**src/rtl/alu_control_sequencer.sv**
```systemverilog
// Purpose: fetch/decode/execute sequencer that drives an external ALU from a sync-read program ROM
//          and keeps a 4x8-bit register file updated with the ALU results.
// Latency: 4 cycles per instruction (FETCH, DECODE, EXECUTE, WRITEBACK); HALT is reached 2 cycles after its fetch.
// Backpressure: none; start is accepted only in IDLE or HALT and is ignored while busy.
//
// Ports:
//   clk, rst_n              clock, asynchronous active-low reset
//   start                   1-cycle pulse, (re)starts execution at pc=0
//   pc / instr              ROM address out, ROM data in (one cycle later)
//   alu_opcode/alu_a/alu_b/alu_load_number   registered ALU drive
//   alu_out / alu_flag      ALU result and flags, sampled in WRITEBACK
//   flags, busy, halted     registered status
//   dbg_sel / dbg_data      combinational register file read port
module alu_control_sequencer #(
  parameter int         PC_W    = 8,
  parameter logic [3:0] IDLE_OP = 4'hF
) (
  input  logic            clk,
  input  logic            rst_n,
  input  logic            start,
  output logic [PC_W-1:0] pc,
  input  logic [15:0]     instr,
  output logic [3:0]      alu_opcode,
  output logic [7:0]      alu_a,
  output logic [7:0]      alu_b,
  output logic [7:0]      alu_load_number,
  input  logic [7:0]      alu_out,
  input  logic [3:0]      alu_flag,
  output logic [3:0]      flags,
  output logic            busy,
  output logic            halted,
  input  logic [1:0]      dbg_sel,
  output logic [7:0]      dbg_data
);

  localparam logic [3:0] HALT_OP = 4'hF;
  localparam logic [3:0] LOAD_OP = 4'hE;

  typedef enum logic [2:0] {
    S_IDLE,
    S_FETCH,
    S_DECODE,
    S_EXECUTE,
    S_WRITEBACK,
    S_HALT
  } state_t;

  state_t     state;
  // Only the fields used after DECODE are kept from the instruction register;
  // operands and immediate are captured straight into the ALU drive registers.
  logic [3:0] ir_op;
  logic [1:0] ir_rd;
  logic [7:0] regs [4];

  assign dbg_data = regs[dbg_sel];

  always_ff @(posedge clk or negedge rst_n) begin
    if (!rst_n) begin
      state           <= S_IDLE;
      pc              <= '0;
      ir_op           <= '0;
      ir_rd           <= '0;
      flags           <= '0;
      busy            <= 1'b0;
      halted          <= 1'b0;
      alu_opcode      <= IDLE_OP;
      alu_a           <= '0;
      alu_b           <= '0;
      alu_load_number <= '0;
      for (int i = 0; i < 4; i++) begin
        regs[i] <= '0;
      end
    end else begin
      case (state)
        S_IDLE: begin
          if (start) begin
            state <= S_FETCH;
            pc    <= '0;
            busy  <= 1'b1;
          end
        end

        // pc is already on the ROM address bus; data arrives next cycle.
        S_FETCH: begin
          state <= S_DECODE;
        end

        S_DECODE: begin
          ir_op           <= instr[15:12];
          ir_rd           <= instr[11:10];
          alu_a           <= regs[instr[11:10]];
          alu_b           <= regs[instr[9:8]];
          alu_load_number <= instr[7:0];
          if (instr[15:12] == HALT_OP) begin
            state      <= S_HALT;
            busy       <= 1'b0;
            halted     <= 1'b1;
            alu_opcode <= IDLE_OP;
          end else begin
            state <= S_EXECUTE;
          end
        end

        // Operands were settled during the previous cycle, so the opcode
        // edge always lands on stable operands.
        S_EXECUTE: begin
          alu_opcode <= ir_op;
          state      <= S_WRITEBACK;
        end

        S_WRITEBACK: begin
          case (ir_op)
            4'h0, 4'h1, 4'h2, 4'h3, 4'h4, 4'h5, 4'h6: begin
              regs[ir_rd] <= alu_out;
              flags       <= alu_flag;
            end
            LOAD_OP: begin
              regs[ir_rd] <= alu_out;
            end
            default: begin
              // 0111-1101 are no-ops: nothing written.
            end
          endcase
          // Dropping back to IDLE_OP gives back-to-back identical ops a fresh edge.
          alu_opcode <= IDLE_OP;
          pc         <= pc + PC_W'(1);
          state      <= S_FETCH;
        end

        // Registers and flags survive a restart; only pc is rewound.
        S_HALT: begin
          if (start) begin
            state  <= S_FETCH;
            pc     <= '0;
            halted <= 1'b0;
            busy   <= 1'b1;
          end
        end

        default: begin
          state <= S_IDLE;
        end
      endcase
    end
  end

endmodule

```
**config.mk**
```make
export PLATFORM = sky130hd
export DESIGN_NAME = alu_control_sequencer
export DESIGN_NICKNAME = d
export VERILOG_FILES = /design/src/rtl/alu_control_sequencer.sv
export SDC_FILE = /design/constraint.sdc
export NUM_CORES = 1
export LEC_CHECK = 0
export CAP_MARGIN = 30
export CORE_ASPECT_RATIO = 0.9
export CORE_MARGIN = 2
export CORE_UTILIZATION = 46
export DETAILED_ROUTE_END_ITERATION = 10
export PLACE_DENSITY_LB_ADDON = 0.08
export SYNTH_ARGS = -nofsm -noshare
export SYNTH_HDL_FRONTEND = slang
export SYNTH_SLANG_ARGS = --single-unit
```
**constraint.sdc**
```tcl
create_clock -name clk -period 2.56 [get_ports clk]
set_clock_uncertainty 0.1 [all_clocks]
set_input_delay 0.768 -clock clk [delete_from_list [all_inputs] [get_ports clk]]
set_output_delay 0.768 -clock clk [all_outputs]
set_load 0.01 [all_outputs]
```
==> impl_metrics.ini, run 1 <==
[grt]
antenna_found_initial = 0
grtUsageTotal_pct = 18.6
grt_pass1_vias = 2687
grt_pass1_wl_mm = 13.4
overflow = 0
grt_max_degree = 42

[timing]
slew_violations = 0
rsz0062_at_grt = no
slew-limit-headroom_pct = 68.9
period_needed_ns = 2.54
finalSetupViolCount = 0
fmax_mhz = 394
fin_crit_sh_pct = 99.2
worst_pin_slew_ns = 0.462
hold_violations = 0
tns_ns = 0

[clock_network]
cts_root_buf = clkbuf_8
cts.sink_count = 83
cts_tree = yes
clock_latency_ns = 0.34
clk_path_buf_depth = 2
cts.hold.buffers_added = 0
numCtsBuffers = 9
cts_setup_buffers = 0
htree_levels = 3
clkTransAtPathRegs_ns = 0.08

[final_layout]
final_util_pct = 61.6
layout-drive-gt1-share_pct = 40.3
syn_to_final_growth_pct = 31.2
fin_nets = 397
layout.cells.non_filler = 486
n_antenna_cell = 0

[yosys]
synth-edff-count = 0
seq_area_frac_synth_pct = 52.0
synth_cell_types = 45
synth_area_leader_cell = dfrtp_1
yosys.area.top_type_share_pct = 49.4
yosys-top-cells-area = dfrtp_1, mux2_2, mux4_2, mux2_4, dfstp_2
syn_area_sq_um = 4010
synth_ff_type = dfrtp_1
syn_nets = 300
synthArstFlopShare_pct = 100
yosys_warnings = 0
synth_common_cells = dfrtp_1, mux2_2, mux4_2
syn_inst = 266
ys_ff_latch = 83
yosysMostFrequentCell = dfrtp_1
syn_area_per_cell_sq_um = 15.1

[route]
dr_total_vias = 2630
firstDrtPassIters = 4
wl_met2_mm = 4.15
viasPerCell = 5.41
wl_met1_mm = 3.76
wire_per_inst_um = 17.1
drt-total-wl_mm = 8.30
ant_nets = 0
met3_length_um = 354
drt_iter0_markers = 80
drc_errors = 0
highest_layer = met4

[place]
dp_hpwl_mm = 5.75
dp.cells = 471
gp_congestion = 0.760
port_buffers = 82

[pwr]
total_power_mw = 5.93
vdd_drop_max_uv = 586
power_density_nw_per_um2 = 1130
leakagePower_nw = 2.21

[job]
cap_violations = 0

[floorplanning]
die_area_sq_um = 9470
die_x_um = 102
start_util_pct = 47.0
rows = 32
die_y_um = 92.5
io_pins = 83
core_area_sq_um = 8530

[status]
status = completed

[worst_setup_path]
path_class = input pin to output port
path_max_fanout = 8
start_kind = input pin
end_kind = output port
crit_arrival_ns = 1.67
crit_required_ns = 1.69

[hold_path]
hold_class = input pin to asynchronous set/reset pin
[sequential cells by signal, summed over array words and instances (netlist names)]
register         count
halted               1
alu_opcode           4
alu_load_number      8
state                3
pc                   8
flags                4
regs                32
ir_op                4
busy                 1
ir_rd                2
alu_a                8
alu_b                8
[placed cells by master, fill, tap and decap left out, drive strengths merged, types with 2 or more instances in the layout]
master / instances
nand2b: 5
xnor2: 2
nand3: 2
mux4: 24
nand2: 7
or4: 3
clkinv: 2
o21ai: 5
o22ai: 4
nand4b: 2
nor2: 10
mux2: 67
buf: 31
a21oi: 5
clkdlybuf4s50: 71
clkbuf: 11
a2bb2oi: 4
o31ai: 3
dfrtp: 79
inv: 3
and4: 2
dfstp: 4
nor3: 2
[cell type report]
class	instances	area, sq um
Inverter	2	7.51
Fill cell	698	3270
Multi-Input combinational cell	164	1810
Tap cell	119	149
Sequential cell	83	2080
Clock buffer	11	151
Clock inverter	4	48.8
Timing Repair Buffer	103	1010
[worst max-delay path: stages]
cell and delay, ns:
buf_2 0.10, buf_12 0.14, mux4_2 0.50, buf_2 0.16
[power breakdown]
group / internal (mW) / switching, mW / leakage [nW]
Clock: 0.499 / 0.446 / 0.106
Sequential: 1.92 / 0.454 / 1.01
Combinational: 1.68 / 0.927 / 1.09
[metal layers]
metal,global-route usage [%],vias up
li1,-,1210
met1,24.8,1360
met2,30.6,58
met3,5.43,2
met4,3.89,0
met5,0,-
[logic make-up (layout without fill, tap and decap cells)]
kind of cell	Yosys count	after routing	share of synthesized area, %
buffers and inverters	19	120	3.00
DFF	83	83	52.0
xor gates and xnor gates	2	2	0.437
and+or+nand+nor	41	41	6.12
adders and majority gates	1	1	0.312
muxes	92	92	33.3
AOI/OAI and AO/OA	28	28	4.81
[through the flow]
step | setup WS [ns] | hold WS, ns | cell area [sq um]
finish | 0.0211 | 0.222 | 5260
global route | 0.00192 | 0.224 | 5260
floorplan | 0.116 | 0.372 | 4010
global placement | -0.752 | 0.388 | 5090
CTS | 0.0176 | 0.212 | 5260
detailed placement | -0.742 | 0.395 | 5090
[what timing repair did]
| action | in CTS | in global routing |
|---|---|---|
| endpoints found under the hold margin | 0 | 0 |
| resized for setup | 38 | 0 |
| endpoints found under the setup margin | 8 | 0 |
[final timing paths]
kind / from / end / slack [ns] / cells after the start
min in group clk: alu_b[2] / alu_b[2] / 0.41 / 1
setup / recovery: dbg_sel[0] / dbg_data[7] / 0.02 / 4
setup reg to reg: state[1] / regs[30] / 0.42 / 4
hold reg to reg: alu_b[2] / alu_b[2] / 0.41 / 1
hold / removal: rst_n / pc[2] / 0.22 / 1
max in group asynchronous: rst_n / alu_a[7] / 1.56 / 2
(Power assumes the default switching activity.)
==> run 2, diff against run 1 <==
Settings changed: PLACE_DENSITY set to 0.76, PLACE_DENSITY_LB_ADDON 0.08 to not set.
==> run 2 against run 1 <==
  * Combinational power is essentially flat
  * Core utilization grew 0.37 points
  * Non-clock buffer count grew 2
  * Flip-flop and latch count is the same
  * Largest cell class unchanged
==> impl_metrics.ini, run 2 (synthesized netlist as in run 1, its figures left out) <==
[final_layout]
fin_nets = 399
design_area_sq_um = 5290
layout.cells.non_filler = 489
final_cell_mix = dfrtp_1, clkdlybuf4s50_1, mux2_2, mux4_2, buf_4
largest_register_ffs = 32
layout-drive-gt1-share_pct = 40.5
syn_to_final_growth_pct = 32.0
nFillCells = 675
largest_register = regs
final_common_cell = dfrtp_1
n_antenna_cell = 0

[floorplanning]
io_pins = 83
core_area_sq_um = 8530
die_y_um = 92.5
die_area_sq_um = 9470
start_util_pct = 47.0
die_x_um = 102
rows = 32

[worst_setup_path]
path_max_fanout = 8
cp_common_cell = buf_6
path_class = input pin to output port
crit_required_ns = 1.69
worst_path_max_delay_cell = mux4_2
crit_arrival_ns = 1.66
start_kind = input pin
slowest_delay_ns = 0.53
cp_cell_sequence = buf_6, buf_12, mux4_2, buf_6
end_kind = output port

[route]
drc_errors = 0
firstDrtPassIters = 4
drt_iter0_markers = 73
viasPerCell = 5.53
dr_total_vias = 2705
ant_nets = 0
wire_per_inst_um = 17.8
drt-total-wl_mm = 8.69

[clock_network]
cts.sink_count = 83
clk_path_buf_depth = 2
cts_tree = yes
cts.hold.buffers_added = 0
htree_levels = 3
numCtsBuffers = 9
cts_resized = 41
cts_setup_buffers = 0
clkTransAtPathRegs_ns = 0.08
clock_latency_ns = 0.34
cts_root_buf = clkbuf_8

[pwr]
leakagePower_nw = 2.22
total_power_mw = 6.07
power_density_nw_per_um2 = 1150
vdd_drop_max_uv = 563

[job]
cap_violations = 0

[grt]
grt_pass1_vias = 2823
grtUsageTotal_pct = 20.3
grt_pass1_wl_mm = 14.5
antenna_found_initial = 0
overflow = 0
grt_max_degree = 29

[timing]
fmax_mhz = 396
hold_violations = 0
worst_pin_slew_ns = 0.456
slew_violations = 0
tns_ns = 0
finalSetupViolCount = 0
fin_crit_sh_pct = 98.7
rsz0062_at_grt = no
period_needed_ns = 2.53
slew-limit-headroom_pct = 69.3

[place]
dp_hpwl_mm = 5.96
placed_area_sq_um = 5080
gp_congestion = 0.812
port_buffers = 82
dp.cells = 473

[hold_path]
hold_class = input pin to asynchronous set/reset pin

[status]
status = completed
## run 2: layout make-up
cell class                 count  area, sq um  area share (%)
sequential                    83         2080            39.4
multi-input combinational    164         1810            34.2
timing repair buffer         105         1010            19.2
clock buffer                  12          155            2.93
tap                          119          149            2.82
clock inverter                 4         72.6            1.37
inverter                       2         7.51           0.142
## run 2: worst paths after layout
| kind | from | endpoint | slack (ns) | cells past startpoint |
|---|---|---|---|---|
| setup / recovery | dbg_sel[0] | dbg_data[6] | 0.03 | 4 |
| min in group clk | alu_a[0] | alu_a[0] | 0.41 | 1 |
| hold reg to reg | alu_a[0] | alu_a[0] | 0.41 | 1 |
| hold / removal | rst_n | halted | 0.22 | 1 |
| max in group asynchronous | rst_n | alu_a[6] | 1.59 | 2 |
| setup reg to reg | state[2] | regs[24] | 0.28 | 4 |
## run 2: per-stage QoR
| stage | setup slack, ns | utilization [%] | hold WS [ns] |
|---|---|---|---|
| after floorplan | 0.116 | - | 0.372 |
| after global placement | -0.767 | 59.6 | 0.388 |
| after detailed placement | -0.756 | 59.6 | 0.394 |
| after CTS | 0.0304 | 62.0 | 0.207 |
| after global routing | 0.0107 | 62.0 | 0.215 |
| final | 0.0327 | 62.0 | 0.222 |
## run 2: metal layers
metal  vias up  global-route usage (%)  share of wire (%)
met5         -                       0                  0
met4         0                    8.56                1.8
met3        13                    3.25                3.3
met2        67                    32.3                 50
met1      1410                    27.6                 45
li1       1215                       -                  -
## run 2: critical path: cells and delay by family
kind | cells | cell delay, ns
buffers and inverters | 3 | 0.34
muxes | 1 | 0.53
## run 2: where the power goes
group	switching, mW	internal [mW]
clock network	0.452	0.602
registers	0.495	1.92
logic	0.915	1.68
